## src/rtl/nvme_db_pkg.sv

```systemverilog
// nvme_db_pkg: shared FSM encoding, BAR0 doorbell offset and source-index helpers
package nvme_db_pkg;
    localparam logic [1:0] ST_IDLE  = 2'd0;
    localparam logic [1:0] ST_ISSUE = 2'd1;
    localparam logic [1:0] ST_GAP   = 2'd2;
    localparam logic [31:0] DB_BASE_OFFSET = 32'h1000;
    localparam logic SRC_SQ = 1'b0;
    localparam logic SRC_CQ = 1'b1;

    function automatic int src_idx(input int q, input logic kind);
        return 2 * q + int'(kind);
    endfunction

    function automatic logic [31:0] db_offset(input logic [31:0] idx, input logic [3:0] stride);
        return DB_BASE_OFFSET + idx * (32'd4 << stride);
    endfunction
endpackage

```

## src/rtl/rr_arbiter.sv

```systemverilog
// rr_arbiter: combinational round-robin pick starting at ptr, one-hot grant gated by adv
module rr_arbiter #(
    parameter int N  = 8,
    parameter int IW = $clog2(N)
) (
    input  logic [N-1:0]  req,
    input  logic [IW-1:0] ptr,
    input  logic          adv,
    output logic [N-1:0]  gnt,
    output logic [IW-1:0] idx,
    output logic          vld
);
    logic [IW-1:0] c;

    always_comb begin
        c   = '0;
        idx = '0;
        vld = 1'b0;
        // Scan from farthest to nearest so the source closest to ptr wins.
        for (int k = N - 1; k >= 0; k--) begin
            c = IW'((int'(ptr) + k) % N);
            if (req[c]) begin
                idx = c;
                vld = 1'b1;
            end
        end
        gnt = (adv && vld) ? N'(1) << idx : '0;
    end
endmodule

```

## src/rtl/nvme_db_sched.sv

```systemverilog
// nvme_db_sched: coalescing round-robin scheduler for NVMe SQ-tail/CQ-head doorbell writes
module nvme_db_sched
    import nvme_db_pkg::*;
#(
    parameter int NUM_QUEUES     = 4,
    parameter int PTR_WIDTH      = 16,
    parameter int TIMEOUT_CYCLES = 1024
) (
    input  logic                            user_clk,
    input  logic                            user_reset_n,
    input  logic                            user_lnk_up,
    input  logic [3:0]                      dstrd,
    input  logic [NUM_QUEUES-1:0]           sq_tail_wr,
    input  logic [NUM_QUEUES*PTR_WIDTH-1:0] sq_tail_val,
    input  logic [NUM_QUEUES-1:0]           cq_head_wr,
    input  logic [NUM_QUEUES*PTR_WIDTH-1:0] cq_head_val,
    output logic                            write_sqtdbl,
    output logic [63:0]                     sqt_addr,
    output logic                            write_cqhdbl,
    output logic [63:0]                     cqh_addr,
    input  logic                            write_sqtdbl_done,
    input  logic                            write_cqhdbl_done,
    output logic [2*NUM_QUEUES-1:0]         pending,
    output logic                            busy,
    output logic                            db_timeout
);
    localparam int NS = 2 * NUM_QUEUES;
    localparam int IW = $clog2(NS);
    localparam int TW = $clog2(TIMEOUT_CYCLES) + 1;

    logic [1:0]           state_q, state_d;
    logic [NS-1:0]        pend_q, pend_d, wr, gnt;
    logic [PTR_WIDTH-1:0] val_q [NS];
    logic [PTR_WIDTH-1:0] val_d [NS];
    logic [PTR_WIDTH-1:0] wval [NS];
    logic [IW-1:0]        ptr_q, ptr_d, idx_q, idx_d, gidx;
    logic                 gvld, adv, done, tmo, repend;
    logic                 sq_req_q, sq_req_d, cq_req_q, cq_req_d, to_q, to_d;
    logic [63:0]          sqt_q, sqt_d, cqh_q, cqh_d, desc;
    logic [TW-1:0]        tmr_q, tmr_d;

    rr_arbiter #(.N(NS), .IW(IW)) u_arb (
        .req(pend_q), .ptr(ptr_q), .adv(adv), .gnt(gnt), .idx(gidx), .vld(gvld)
    );

    always_comb begin
        for (int q = 0; q < NUM_QUEUES; q++) begin
            wr[src_idx(q, SRC_SQ)]   = sq_tail_wr[q];
            wr[src_idx(q, SRC_CQ)]   = cq_head_wr[q];
            wval[src_idx(q, SRC_SQ)] = sq_tail_val[q*PTR_WIDTH +: PTR_WIDTH];
            wval[src_idx(q, SRC_CQ)] = cq_head_val[q*PTR_WIDTH +: PTR_WIDTH];
        end
    end

    always_comb begin
        state_d  = state_q;
        ptr_d    = ptr_q;
        idx_d    = idx_q;
        sq_req_d = sq_req_q;
        cq_req_d = cq_req_q;
        sqt_d    = sqt_q;
        cqh_d    = cqh_q;
        tmr_d    = tmr_q + 1'b1;
        to_d     = to_q;
        repend   = 1'b0;
        adv      = (state_q == ST_IDLE) && user_lnk_up;
        done     = sq_req_q ? write_sqtdbl_done : write_cqhdbl_done;
        tmo      = tmr_q == TW'(TIMEOUT_CYCLES - 1);
        desc     = {db_offset(32'(gidx), dstrd), 32'(val_q[gidx])};
        if (adv && gvld) begin
            state_d  = ST_ISSUE;
            idx_d    = gidx;
            ptr_d    = (gidx == IW'(NS - 1)) ? '0 : gidx + 1'b1;
            sq_req_d = gidx[0] == SRC_SQ;
            cq_req_d = gidx[0] == SRC_CQ;
            sqt_d    = (gidx[0] == SRC_SQ) ? desc : '0;
            cqh_d    = (gidx[0] == SRC_CQ) ? desc : '0;
            tmr_d    = '0;
        end else if (state_q == ST_ISSUE && (done || !user_lnk_up || tmo)) begin
            // A done wins over a simultaneous link drop or timeout: the write already happened.
            state_d  = done ? ST_GAP : ST_IDLE;
            repend   = !done;
            to_d     = to_q | (!done && tmo);
            sq_req_d = 1'b0;
            cq_req_d = 1'b0;
            sqt_d    = '0;
            cqh_d    = '0;
        end else if (state_q == ST_GAP) begin
            state_d = ST_IDLE;
        end
    end

    always_comb begin
        for (int i = 0; i < NS; i++) begin
            pend_d[i] = wr[i] | (pend_q[i] & ~gnt[i]) | (repend && idx_q == IW'(i));
            val_d[i]  = wr[i] ? wval[i] : val_q[i];
        end
    end

    always_ff @(posedge user_clk or negedge user_reset_n) begin
        if (!user_reset_n) begin
            state_q  <= ST_IDLE;
            pend_q   <= '0;
            val_q    <= '{default: '0};
            ptr_q    <= '0;
            idx_q    <= '0;
            sq_req_q <= 1'b0;
            cq_req_q <= 1'b0;
            sqt_q    <= '0;
            cqh_q    <= '0;
            tmr_q    <= '0;
            to_q     <= 1'b0;
        end else begin
            state_q  <= state_d;
            pend_q   <= pend_d;
            val_q    <= val_d;
            ptr_q    <= ptr_d;
            idx_q    <= idx_d;
            sq_req_q <= sq_req_d;
            cq_req_q <= cq_req_d;
            sqt_q    <= sqt_d;
            cqh_q    <= cqh_d;
            tmr_q    <= tmr_d;
            to_q     <= to_d;
        end
    end

    // The writer samples its request in the done cycle, so mask it there to avoid a repeat.
    assign write_sqtdbl = sq_req_q & ~write_sqtdbl_done;
    assign write_cqhdbl = cq_req_q & ~write_cqhdbl_done;
    assign sqt_addr     = sqt_q;
    assign cqh_addr     = cqh_q;
    assign pending      = pend_q;
    assign busy         = state_q != ST_IDLE;
    assign db_timeout   = to_q;
endmodule

```

## config.mk

```make
export PLATFORM = sky130hd
export DESIGN_NAME = nvme_db_sched
export DESIGN_NICKNAME = d
export VERILOG_FILES = /design/src/rtl/nvme_db_pkg.sv /design/src/rtl/rr_arbiter.sv /design/src/rtl/nvme_db_sched.sv
export SDC_FILE = /design/constraint.sdc
export NUM_CORES = 1
export LEC_CHECK = 0
export CAP_MARGIN = 20
export CORE_MARGIN = 3
export CORE_UTILIZATION = 46
export DETAILED_ROUTE_END_ITERATION = 10
export HOLD_SLACK_MARGIN = 0.1
export PLACE_DENSITY = 0.77
export SLEW_MARGIN = 25
export SYNTH_ARGS = -nofsm -noshare
export SYNTH_HDL_FRONTEND = slang
export SYNTH_SLANG_ARGS = --single-unit
export TNS_END_PERCENT = 50
```

## constraint.sdc

```tcl
create_clock -name user_clk -period 6.2 [get_ports user_clk]
set_input_delay 1.24 -clock user_clk [delete_from_list [all_inputs] [get_ports user_clk]]
set_output_delay 1.24 -clock user_clk [all_outputs]
set_load 0.01 [all_outputs]
```

### After elaboration in Yosys (flattened, before gate mapping)

Index checks and enable logic that the tools add are counted.

| word-level totals | value |
|---|---|
| flip-flop bits (word level) | 286 |
| latch bits | 0 |
| memory bits (writable) | 0 |
| memory bits (read-only) | 0 |
| bits of input ports | 145 |
| output and inout bits | 140 |
| word-level logic and storage cells | 166 |
| memories | 0 |

| operators by class | value |
|---|---|
| add/sub/neg operators | 10 |
| multipliers | 1 |
| div/mod/pow operators | 0 |
| order comparisons | 9 |
| equal/unequal tests | 11 |
| shifts and indexed selects | 2 |
| muxes and demuxes | 53 |
| bitwise operators | 40 |
| reduce and logical (&&, ||, !) cells | 22 |

Operator list:

| operator | count |
|---|---|
| $mux W64 | 5 |
| $bmux W16 S3 | 1 |
| $add A13 B32 Y32 const A | 1 |
| $lt A3 B4 Y1 const B | 8 |
| $mul A3 B32 Y32 | 1 |
| $mux W16 | 2 |
| $shl A3 B4 Y32 const A | 1 |
| $mux W3 | 9 |
| $bmux W1 S3 | 8 |
| $mux W1 | 22 |
| $or A1 B1 Y1 | 17 |
| $eq A3 B3 Y1 const B | 5 |
| $add A3 B3 Y3 const B | 4 |
| $logic_and A1 B1 Y1 | 12 |
| $not A1 Y1 | 12 |
| $add A11 B1 Y11 const B | 1 |
| $eq A11 B10 Y1 const B | 1 |
| $mux W11 | 1 |
| $and A1 B1 Y1 | 10 |
| $mux W2 | 4 |
| $mux W8 | 1 |
| $shl A1 B3 Y8 const A | 1 |
| $add A3 B1 Y3 const B | 2 |
| $add A3 B2 Y3 const B | 2 |
| 13 further kinds | 17 |

### Depth between registers and ports, before layout

Gate-level depths: netlist of the first run.

| logic depth | value |
|---|---|
| depth after elaboration | 17 |
| depth in mapped cells | 30 |
| gate-level depth less buffers | 26 |

### By module

A second synthesis of the first run with hierarchy kept.

| unflattened totals | value |
|---|---|
| cell total of the unflattened synthesis | 1,064 |
| area total of the unflattened synthesis | 12,560.8 µm² |

By module, submodules not included:

| module | instances | cells an instance | area an instance (µm²) |
|---|---|---|---|
| nvme_db_sched | 1 | 946 | 11,498.5 |
| rr_arbiter | 1 | 118 | 1,062.3 |

### Worst setup path before layout of the first run

Ideal clock, no wire load.

| path | value |
|---|---|
| path kind | register to register |
| from | register ptr_q[1] |
| to | register sqt_q[53] (netlist: sqt_addr[53]) |
| library setup time | 66 ps |
| data arrival time | 6,384 ps |
| path slack | -250 ps |
| cell stages (with the launch flop) | 29 |
| cell sequence | dfrtp_1 buf_2 clkinv_1 ha_1 buf_6 mux4_2 a221o_1 a221oi_1 a31oi_1 a21oi_1 a2bb2oi_2 buf_2 inv_1 buf_1 nor2_1 fa_1 ha_1 ha_1 inv_1 fa_1 nor2b_1 o21ai_0 a21boi_0 o21ai_0 a21oi_1 a211oi_1 or4_1 a21oi_1 a22o_1 |

| on the way | value |
|---|---|
| word-level cells in the longest chain between the ends | 15 |
| elaborated cells on any way between the ends | 45 |
| classes of those cells | add/sub (8); mul (1); mux (34); reduce/logical (2) |

Ends and longest elaborated chain:

| what | RTL line | RTL |
|---|---|---|
| start, declared | nvme_db_sched.sv:36 | `logic [IW-1:0] ptr_q, ptr_d, idx_q, idx_d, gidx;` |
| start signal, assigned | nvme_db_sched.sv:117 | `ptr_q <= ptr_d;` |
| $add A3 B3 Y3 | rr_arbiter.sv:21 | `c = IW'((int'(ptr) + k) % N);` |
| $bmux W1 S3 | rr_arbiter.sv:22 | `if (req[c]) begin` |
| $mux W1 (not written as such) | rr_arbiter.sv:22 |  |
| $mux W3 (7 in a row) | rr_arbiter.sv:22 |  |
| $mux W3 * | rr_arbiter.sv:22 |  |
| named net gidx[2] | nvme_db_sched.sv:36 |  |
| $mul A3 B32 Y32 * | nvme_db_pkg.sv:15 | `return DB_BASE_OFFSET + idx * (32'd4 << stride);` |
| $add A13 B32 Y32 * | nvme_db_pkg.sv:15 |  |
| $mux W64 * | nvme_db_sched.sv:76 | `sqt_d = (gidx[0] == SRC_SQ) ? desc : '0;` |
| $mux W64 * | nvme_db_sched.sv:70 | `if (adv && gvld) begin` |
| end signal, assigned | nvme_db_sched.sv:121 | `sqt_q <= sqt_d;` |
| end, declared | nvme_db_sched.sv:39 | `logic [63:0] sqt_q, sqt_d, cqh_q, cqh_d, desc;` |

The timed path passes the listed nets; every way through them passes the cells marked *. The select of a mux whose other input is x is not followed.
A chain may end at the register's enable or synchronous reset.

### Final worst setup path of the first run

| path | value |
|---|---|
| from | register ptr_q[0] |
| to | register sqt_q[53] (netlist: sqt_addr[53]) |

| on the way | value |
|---|---|
| word-level cells in the longest chain between the ends | 15 |
| elaborated cells on any way between the ends | 45 |
| classes of those cells | add/sub (8); mul (1); mux (34); reduce/logical (2) |

Ends and longest elaborated chain:

| what | RTL line |
|---|---|
| $add A3 B3 Y3 | rr_arbiter.sv:21 |
| $bmux W1 S3 | rr_arbiter.sv:22 |
| $mux W1 (not written as such) | rr_arbiter.sv:22 |
| $mux W3 (8 in a row) | rr_arbiter.sv:22 |
| $mul A3 B32 Y32 | nvme_db_pkg.sv:15 |
| $add A13 B32 Y32 | nvme_db_pkg.sv:15 |
| $mux W64 | nvme_db_sched.sv:76 |
| $mux W64 | nvme_db_sched.sv:70 |

Several ways; a longest one is shown, not always the timed one. The select of a mux whose other input is x is not followed.

==> results of run 1 <==
## tightest hold or removal path, stage by stage (launching register included)
cell	delay (ps)
sky130_fd_sc_hd__dfrtp_1	340
sky130_fd_sc_hd__nand2_1	50
sky130_fd_sc_hd__o21ai_1	60
## registers in the layout, summed over array words and instances, names as in the netlist
name / flops
cq_req_q: 1
cqh_addr: 36
db_timeout: 1
idx_q: 3
pending: 8
ptr_q: 3
sq_req_q: 1
sqt_addr: 36
state_q: 2
tmr_q: 11
val_q: 128
## power groups by stage
stage	Sequential, mW	Combinational [mW]	Clock (mW)
finish	1.93	2.34	1.55
global route	1.96	2.54	1.65
CTS	1.93	2.33	1.59
detailed placement	1.96	2.33	0
global placement	1.94	2.30	0
floorplan	1.95	1.53	0
## what timing repair did
action | in CTS | in global routing
setup endpoints to repair | 0 | 5
setup buffers | 0 | 4
resized for setup | 0 | 4
## final cells by class
cell class                      count  area share
Timing Repair Buffer              247       0.157
Clock inverter                      9     0.00905
Multi-Input combinational cell    679       0.382
Tap cell                          330      0.0267
Clock buffer                       34      0.0471
Inverter                           26     0.00638
Sequential cell                   230       0.372
## cell families after synthesis
kind of cell,count (synthesis),synth area share
multiplexers,201,0.222
buffers and inverters,135,0.0658
AO/OA/AOI/OAI,147,0.0851
flip-flops,230,0.472
XOR/XNOR,23,0.0165
adder cells (fa/ha/maj),57,0.0677
other,1,0.000308
AND/OR/NAND/NOR,195,0.0709
## cells in the mapped netlist (all sizes together) (14+ instances only)
| cell type | n |
|---|---|
| inv | 25 |
| a21oi | 14 |
| o21ai | 50 |
| mux2i | 24 |
| nand3 | 20 |
| mux2 | 137 |
| buf | 86 |
| ha | 42 |
| xnor2 | 15 |
| nor2b | 14 |
| fa | 15 |
| clkbuf | 23 |
| a22o | 37 |
| nor2 | 62 |
| dfrtp | 230 |
| nand2 | 70 |
| mux4 | 40 |
## metal layers
| layer | global-route usage | vias up | share of wire |
|---|---|---|---|
| met5 | 0 | - | 0.00057 |
| met4 | 0.0505 | 4 | 0.024 |
| met3 | 0.0647 | 59 | 0.092 |
| met2 | 0.357 | 328 | 0.48 |
| met1 | 0.281 | 4255 | 0.41 |
| li1 | - | 3873 | - |
## worst max-delay path by stage
stage | slack (ps) | from | depth (start not counted) | to
2_1_floorplan | 4 | ptr_q[0]$_DFFE_PN0P_ | 29 | sqt_addr[53]$_DFFE_PN0P_
3_3_place_gp | 320 | ptr_q[1]$_DFFE_PN0P_ | 24 | sqt_addr[53]$_DFFE_PN0P_
3_5_place_dp | 170 | ptr_q[1]$_DFFE_PN0P_ | 24 | sqt_addr[53]$_DFFE_PN0P_
4_1_cts | 150 | ptr_q[1]$_DFFE_PN0P_ | 24 | sqt_addr[53]$_DFFE_PN0P_
5_1_grt | -4 | ptr_q[1]$_DFFE_PN0P_ | 24 | sqt_addr[53]$_DFFE_PN0P_
6_report | 330 | ptr_q[0]$_DFFE_PN0P_ | 24 | sqt_addr[53]$_DFFE_PN0P_
==> run metrics, run 1 <==
status complete, no violations; end point of the worst hold path sqt_addr[13]$_DFFE_PN0P_; Hold Crit Class reg2reg; ratio of final minimum period to clock period 0.947; Crit path largest cell delay 570 ps; placed inst area around 0.015 mm²; register share of total power 0.332; number of library cell types mapped by synthesis 61; proportion of synthesized chip area in sequential cells 0.472; number of nets in the final layout 1411; worst flop-to-flop path startpoint ptr_q[0]$_DFFE_PN0P_; Die Outline Area 0.0285 mm²; register-to-register path setup slack 330 ps; Logic pwr share 0.402; leading cell type in the layout, fill and taps excluded sky130_fd_sc_hd__dfrtp_1; global-route wire length before repair just under 50000 µm; total CTS buffers 25; critical path startpoint category register; endpoint required time on the critical path approximately 6700 ps; layout cell share with drive strength beyond 1 0.208; final wirelength ~31000 µm; worst hold slack across all endpoints 484 ps; initial drt markers approximately 560; height of the die ~170 µm; depth of the most critical reg-to-reg path 24; fin worst setup slack around 330 ps; growth of design area from synthesis to finish 27.0%; final-report setup violation count 0; slew at the pin closest to its max-slew limit about 1100 ps; number of max-cap violations 0; antenna violations before repair 2; cell at the root of the clock tree sky130_fd_sc_hd__clkbuf_16; start point of the worst hold path sqt_addr[13]$_DFFE_PN0P_; RR Endpoint sqt_addr[53]$_DFFE_PN0P_; horizontal die dimension approximately 170 µm; CP Cell Sequence inv_1 > ha_1 > mux4_2 > a221o_1 > a221oi_1 > a31oi_2 > a21oi_2 > a2bb2oi_4 > inv_1 > nor2_1 > fa_1 > ha_1 > ha_1 > inv_1 > fa_1 > nor2b_1 > o21ai_0 > a21boi_1 > o21ai_0 > a21oi_2 > a211oi_1 > or4_1 > a21oi_2 > a22o_1; FILL cells 2029; RePlAce Congestion approximately 0.93; kind of cell adding the most delay to the critical path compound AO/OA/AOI/OAI gates; cell area after synthesis approximately 0.012 mm²; number of placed I/O pins 285; top cells by area, synth sky130_fd_sc_hd__dfrtp_1 (47%), sky130_fd_sc_hd__mux2_2 (12%), sky130_fd_sc_hd__mux4_2 (6.8%); portion of total power attributed to the clock network 0.266; average footprint of a synthesized cell between 10 and 15 µm²; fraction of synthesized cell area taken by the top area cell type 0.472; count of hold-fix buffers inserted at cts 0; GRT Resource Usage Total 0.216; Max VDD drop approximately 0.27 mV; Clock transition at path regs around 60 ps; FF+latch count, synth between 200 and 250; average wire per standard cell 20.1 µm; switching part of the total 0.347; Finished Cell Area 0.0155 mm²; vias post-DR 8519; placed insts 1508; clock latency on the worst-skew pair roughly 530 ps; leakage dissipation between 6 and 7 nW; kind of end point of the critical path register; GRT Residual Overflow 0; biggest fanout along the worst timing path 4; final core occ 0.604; slew margin rel. 0.284; placement row count 58; internal cell power between 3 and 4 mW; area of the core region 0.0256 mm²; area taken by multi-input logic gates between 0.005 and 0.006 mm²; total power slightly below 6 mW; starting density of the core 0.476; Critical-path top delay cell sky130_fd_sc_hd__mux4_2; Sum Neg Setup Slack 0 ps; total of warnings raised by yosys 0; max-slew violation count 0; pin count of the biggest net entering global routing around 150; HPWL after DPL roughly 22000 µm; iteration count of the initial detailed-routing pass 5; TritonCTS clock tree done; drc violations 0; number of synthesized flops with an enable pin 0; arrival time worst endpoint ~6300 ps; power density cells around 380 mW/mm²; Critical Setup Path Class reg2reg; instance count of the mapped netlist just under 1000; worst setup slack before clock tree synthesis roughly 170 ps; Main synth FF type sky130_fd_sc_hd__dfrtp_1; sink count of the clock tree 230; time the final worst path needs with I/O delays and setup just under 6000 ps; worst hold path depth 2; Synth area leader sky130_fd_sc_hd__dfrtp_1; number of buffer and inverter stages on the critical path 3; final setup skew around 14 ps; Max Fclk approximately 170 MHz; via count of the first global-routing pass 8742; non-filler cells in the finished layout about 1600; number of buffers between clock root and the deepest sink 3; async set-reset flop share out of synthesis 1.00; final hold violation count 0; number of antenna repair diodes 0; number of port buffers about 230; flip-flop and latch area roughly 0.0058 mm²; CTS HTree Levels 1; count of antenna-violating nets left after detailed routing 0; mean number of vias per cell 5.48; switching power of the nets ~2 mW; top library cells by usage in the layout, fill and taps aside sky130_fd_sc_hd__dfrtp_1 (230), sky130_fd_sc_hd__clkdlybuf4s50_1 (223), sky130_fd_sc_hd__mux2_2 (134)
Power figures use the tool's default switching activity.
==> run 2, diff against run 1 <==
--- a/config.mk
+++ b/config.mk
@@ -6,11 +6,12 @@
 export NUM_CORES = 1
 export LEC_CHECK = 0
 export CAP_MARGIN = 20
+export CORE_ASPECT_RATIO = 0.7
 export CORE_MARGIN = 3
 export CORE_UTILIZATION = 46
 export DETAILED_ROUTE_END_ITERATION = 10
 export HOLD_SLACK_MARGIN = 0.1
-export PLACE_DENSITY = 0.77
+export PLACE_DENSITY = 0.75
 export SLEW_MARGIN = 25
 export SYNTH_ARGS = -nofsm -noshare
 export SYNTH_HDL_FRONTEND = slang
==> run 2 against run 1 <==
Global-route usage grew 0.76 points. Critical path depth unchanged. Routed wire length increased by 4.8%. Power rose by 0.81%. Highest routed layer is now met4. Non-clock buffer count up 11. Via count grew 1.8%. Sequential share of layout area shrank 0.24 points. Sequential cell count is the same. First-iteration DRC count decreased by 16%. Fmax down 0.66%. Hold slack worse by 4.8 ps. Final cell count up 2.5%.
==> run metrics, run 2 (synthesis results as in run 1) <==
iteration count of the initial detailed-routing pass 5 (unchanged); switching part of the total 0.364 (was 0.347); time the final worst path needs with I/O delays and setup 5910 ps (was 5870 ps); Max Fclk 169 MHz (was 170 MHz); slew at the pin closest to its max-slew limit 1070 ps (about the same); pin count of the biggest net entering global routing 140 (was 146); kind of end point of the critical path register (unchanged); met1 routed wirelength after detailed routing 15000 µm (was 12700 µm); growth of design area from synthesis to finish 27.8% (was 27.0%); horizontal die dimension 201 µm (was 169 µm); endpoint required time on the critical path 6640 ps (was 6660 ps); status complete, no violations (unchanged); vias post-DR 8673 (was 8519); count of antenna-violating nets left after detailed routing 0 (unchanged); number of flip-flops under the largest register name 128 (unchanged); FILL cells 2096 (was 2029); clock latency on the worst-skew pair 510 ps (was 530 ps); worst setup path startpoint ptr_q[1]$_DFFE_PN0P_ (was ptr_q[0]$_DFFE_PN0P_); average wire per standard cell 20.6 µm (was 20.1 µm); via count of the first global-routing pass 8714 (was 8742); portion of total power attributed to the clock network 0.244 (was 0.266); number of port buffers 228 (unchanged); global-route wire length before repair 50200 µm (was 48600 µm); GRT Residual Overflow 0 (unchanged); leakage dissipation 6.80 nW (was 6.79 nW); Logic pwr share 0.427 (was 0.402); depth of the most critical reg-to-reg path 24 (unchanged); Hold Crit Class reg2reg (unchanged); count of hold-fix buffers inserted at cts 0 (unchanged); slew margin rel. 0.287 (was 0.284); cell at the root of the clock tree sky130_fd_sc_hd__clkbuf_16 (unchanged); leading cell type in the layout, fill and taps excluded sky130_fd_sc_hd__dfrtp_1 (unchanged); top library cells by usage in the layout, fill and taps aside sky130_fd_sc_hd__dfrtp_1 (230), sky130_fd_sc_hd__clkdlybuf4s50_1 (226), sky130_fd_sc_hd__mux2_2 (134) (was sky130_fd_sc_hd__dfrtp_1 (230), sky130_fd_sc_hd__clkdlybuf4s50_1 (223), sky130_fd_sc_hd__mux2_2 (134)); Max VDD drop 0.203 mV (was 0.265 mV); CTS HTree Levels 1 (unchanged); instance count on the critical path 24 (unchanged); total power 5.86 mW (was 5.82 mW); CP Cell Sequence clkinv_2 > ha_4 > mux4_2 > a221o_1 > a221oi_2 > a31oi_2 > a21oi_2 > a2bb2oi_4 > inv_2 > nor2_2 > fa_1 > ha_1 > ha_1 > inv_1 > fa_1 > nor2b_1 > o21ai_1 > a21boi_1 > o21ai_2 > a21oi_2 > a211oi_2 > or4_1 > a21oi_2 > a22o_1 (was inv_1 > ha_1 > mux4_2 > a221o_1 > a221oi_1 > a31oi_2 > a21oi_2 > a2bb2oi_4 > inv_1 > nor2_1 > fa_1 > ha_1 > ha_1 > inv_1 > fa_1 > nor2b_1 > o21ai_0 > a21boi_1 > o21ai_0 > a21oi_2 > a211oi_1 > or4_1 > a21oi_2 > a22o_1); GRT Resource Usage Total 0.223 (was 0.216); ratio of final minimum period to clock period 0.953 (was 0.947); number of antenna repair diodes 0 (unchanged); number of max-cap violations 0 (unchanged); register share of total power 0.329 (was 0.332); number of placed I/O pins 285 (unchanged); final wirelength 32800 µm (was 31300 µm); final hold violation count 0 (unchanged); sink count of the clock tree 230 (unchanged); power density cells 376 mW/mm² (about the same); starting density of the core 0.471 (was 0.476); Crit path largest cell delay 550 ps (was 570 ps); biggest fanout along the worst timing path 5 (was 4); Die Outline Area 0.0285 mm² (about the same); initial drt markers 465 (was 556); area of the core region 0.0259 mm² (was 0.0256 mm²); critical path startpoint category register (unchanged); height of the die 142 µm (was 169 µm); mean number of vias per cell 5.44 (was 5.48); placement row count 49 (was 58); switching power of the nets 2.13 mW (was 2.02 mW); Worst setup endpoint sqt_addr[53]$_DFFE_PN0P_ (unchanged); arrival time worst endpoint 6350 ps (was 6330 ps); drc violations 0 (unchanged); met2 WL post-DR 14900 µm (about the same); internal cell power 3.73 mW (was 3.80 mW); register-to-register path setup slack 290 ps (was 330 ps); uppermost metal layer occupied by signal nets met4 (was met5); Critical-path top delay cell sky130_fd_sc_hd__mux4_2 (unchanged); number of buffer and inverter stages on the critical path 3 (unchanged); final-report setup violation count 0 (unchanged); cell repeated most along the worst path sky130_fd_sc_hd__a21oi_2; TritonCTS clock tree done (unchanged); layout cell share with drive strength beyond 1 0.218 (was 0.208); max-slew violation count 0 (unchanged); worst hold slack across all endpoints 479 ps (was 484 ps); number of nets in the final layout 1421 (was 1411); Most flops, register val_q (unchanged); RR Endpoint sqt_addr[53]$_DFFE_PN0P_ (unchanged); worst flop-to-flop path startpoint ptr_q[1]$_DFFE_PN0P_ (was ptr_q[0]$_DFFE_PN0P_); total length of routed met3 wires 2270 µm (was 2870 µm); Clock transition at path regs 60 ps (about the same); final setup skew 15.3 ps (was 13.8 ps); kind of cell adding the most delay to the critical path compound AO/OA/AOI/OAI gates (unchanged); total CTS buffers 24 (was 25); number of buffers between clock root and the deepest sink 3 (unchanged); antenna violations before repair 0 (was 2); Critical Setup Path Class reg2reg (unchanged); HPWL after DPL 23600 µm (was 22500 µm); RePlAce Congestion 0.890 (was 0.933)
[run 2: final cells by class]
cell class | count | area [µm²] | share of cell area
Multi-Input combinational cell | 679 | 5950 | 0.382
Sequential cell | 230 | 5760 | 0.369
Timing Repair Buffer | 258 | 2540 | 0.163
Clock buffer | 36 | 737 | 0.0473
Tap cell | 357 | 447 | 0.0287
Inverter | 26 | 98.8 | 0.00634
Clock inverter | 8 | 52.6 | 0.00337
[run 2: worst reg2reg max path, delay by kind of cell, from the launching register on]
kind | cells | cell delay [ps]
AOI/OAI and AO/OA | 12 | 2320
adders and majority gates | 5 | 1550
and+or+nand+nor | 3 | 830
muxes | 1 | 550
DFF | 1 | 360
buffers and inverters | 3 | 210
[run 2: timing repair]
action | CTS | global route
setup buffers | 0 | 10
gates resized for setup | 4 | 13
pin swaps | 2 | 9
setup endpoints to repair | 4 | 16
[run 2: worst min-delay path by stage]
stage                                          end  slack (ps)  cells past startpoint                     start
after floorplan               cq_req_q$_DFFE_PN0P_         440                      2      cq_req_q$_DFFE_PN0P_
after global placement        cq_req_q$_DFFE_PN0P_         460                      2      cq_req_q$_DFFE_PN0P_
after detailed placement  cqh_addr[14]$_DFFE_PN0P_         480                      2  cqh_addr[14]$_DFFE_PN0P_
after CTS                  sqt_addr[6]$_DFFE_PN0P_         490                      2   sqt_addr[6]$_DFFE_PN0P_
after global routing      cqh_addr[14]$_DFFE_PN0P_         510                      2  cqh_addr[14]$_DFFE_PN0P_
final                     cqh_addr[14]$_DFFE_PN0P_         480                      2  cqh_addr[14]$_DFFE_PN0P_
[run 2: power groups by stage]
stage	combinational (mW)	sequential, mW	clock (mW)
after floorplan	1.53	1.95	0
after global placement	2.35	1.94	0
after detailed placement	2.39	1.95	0
after CTS	2.40	1.93	1.46
after global routing	2.67	1.97	1.53
final	2.50	1.93	1.43
[run 2: per-layer routing]
metal | vias up | track usage
met4 | 0 | 0.0488
met5 | - | 0
met1 | 4443 | 0.323
li1 | 3904 | -
met3 | 47 | 0.0539
met2 | 279 | 0.346
[run 2: per-stage QoR]
step / cells / setup TNS, ps / cell area [µm²] / utilization / worst slack [ps]
finish: 1594 / 0 / 15600 / 0.602 / 290
global route: 1594 / -34.8 / 15600 / 0.602 / -21.7
CTS: 1583 / 0 / 15400 / 0.596 / 3.30
detailed placement: 1539 / -97.8 / 14600 / 0.565 / -42.8
global placement: 1539 / 0 / 14600 / 0.565 / 186
floorplan: 1044 / 0 / 12400 / - / 4.47
==> run 3, diff against run 2 <==
--- a/config.mk
+++ b/config.mk
@@ -10,6 +10,7 @@
 export CORE_MARGIN = 3
 export CORE_UTILIZATION = 46
 export DETAILED_ROUTE_END_ITERATION = 10
+export GPL_TIMING_DRIVEN = 1
 export HOLD_SLACK_MARGIN = 0.1
 export PLACE_DENSITY = 0.75
 export SLEW_MARGIN = 25
==> results of run 3 <==
Final layout, timing and power as in run 2 (identical DEF).
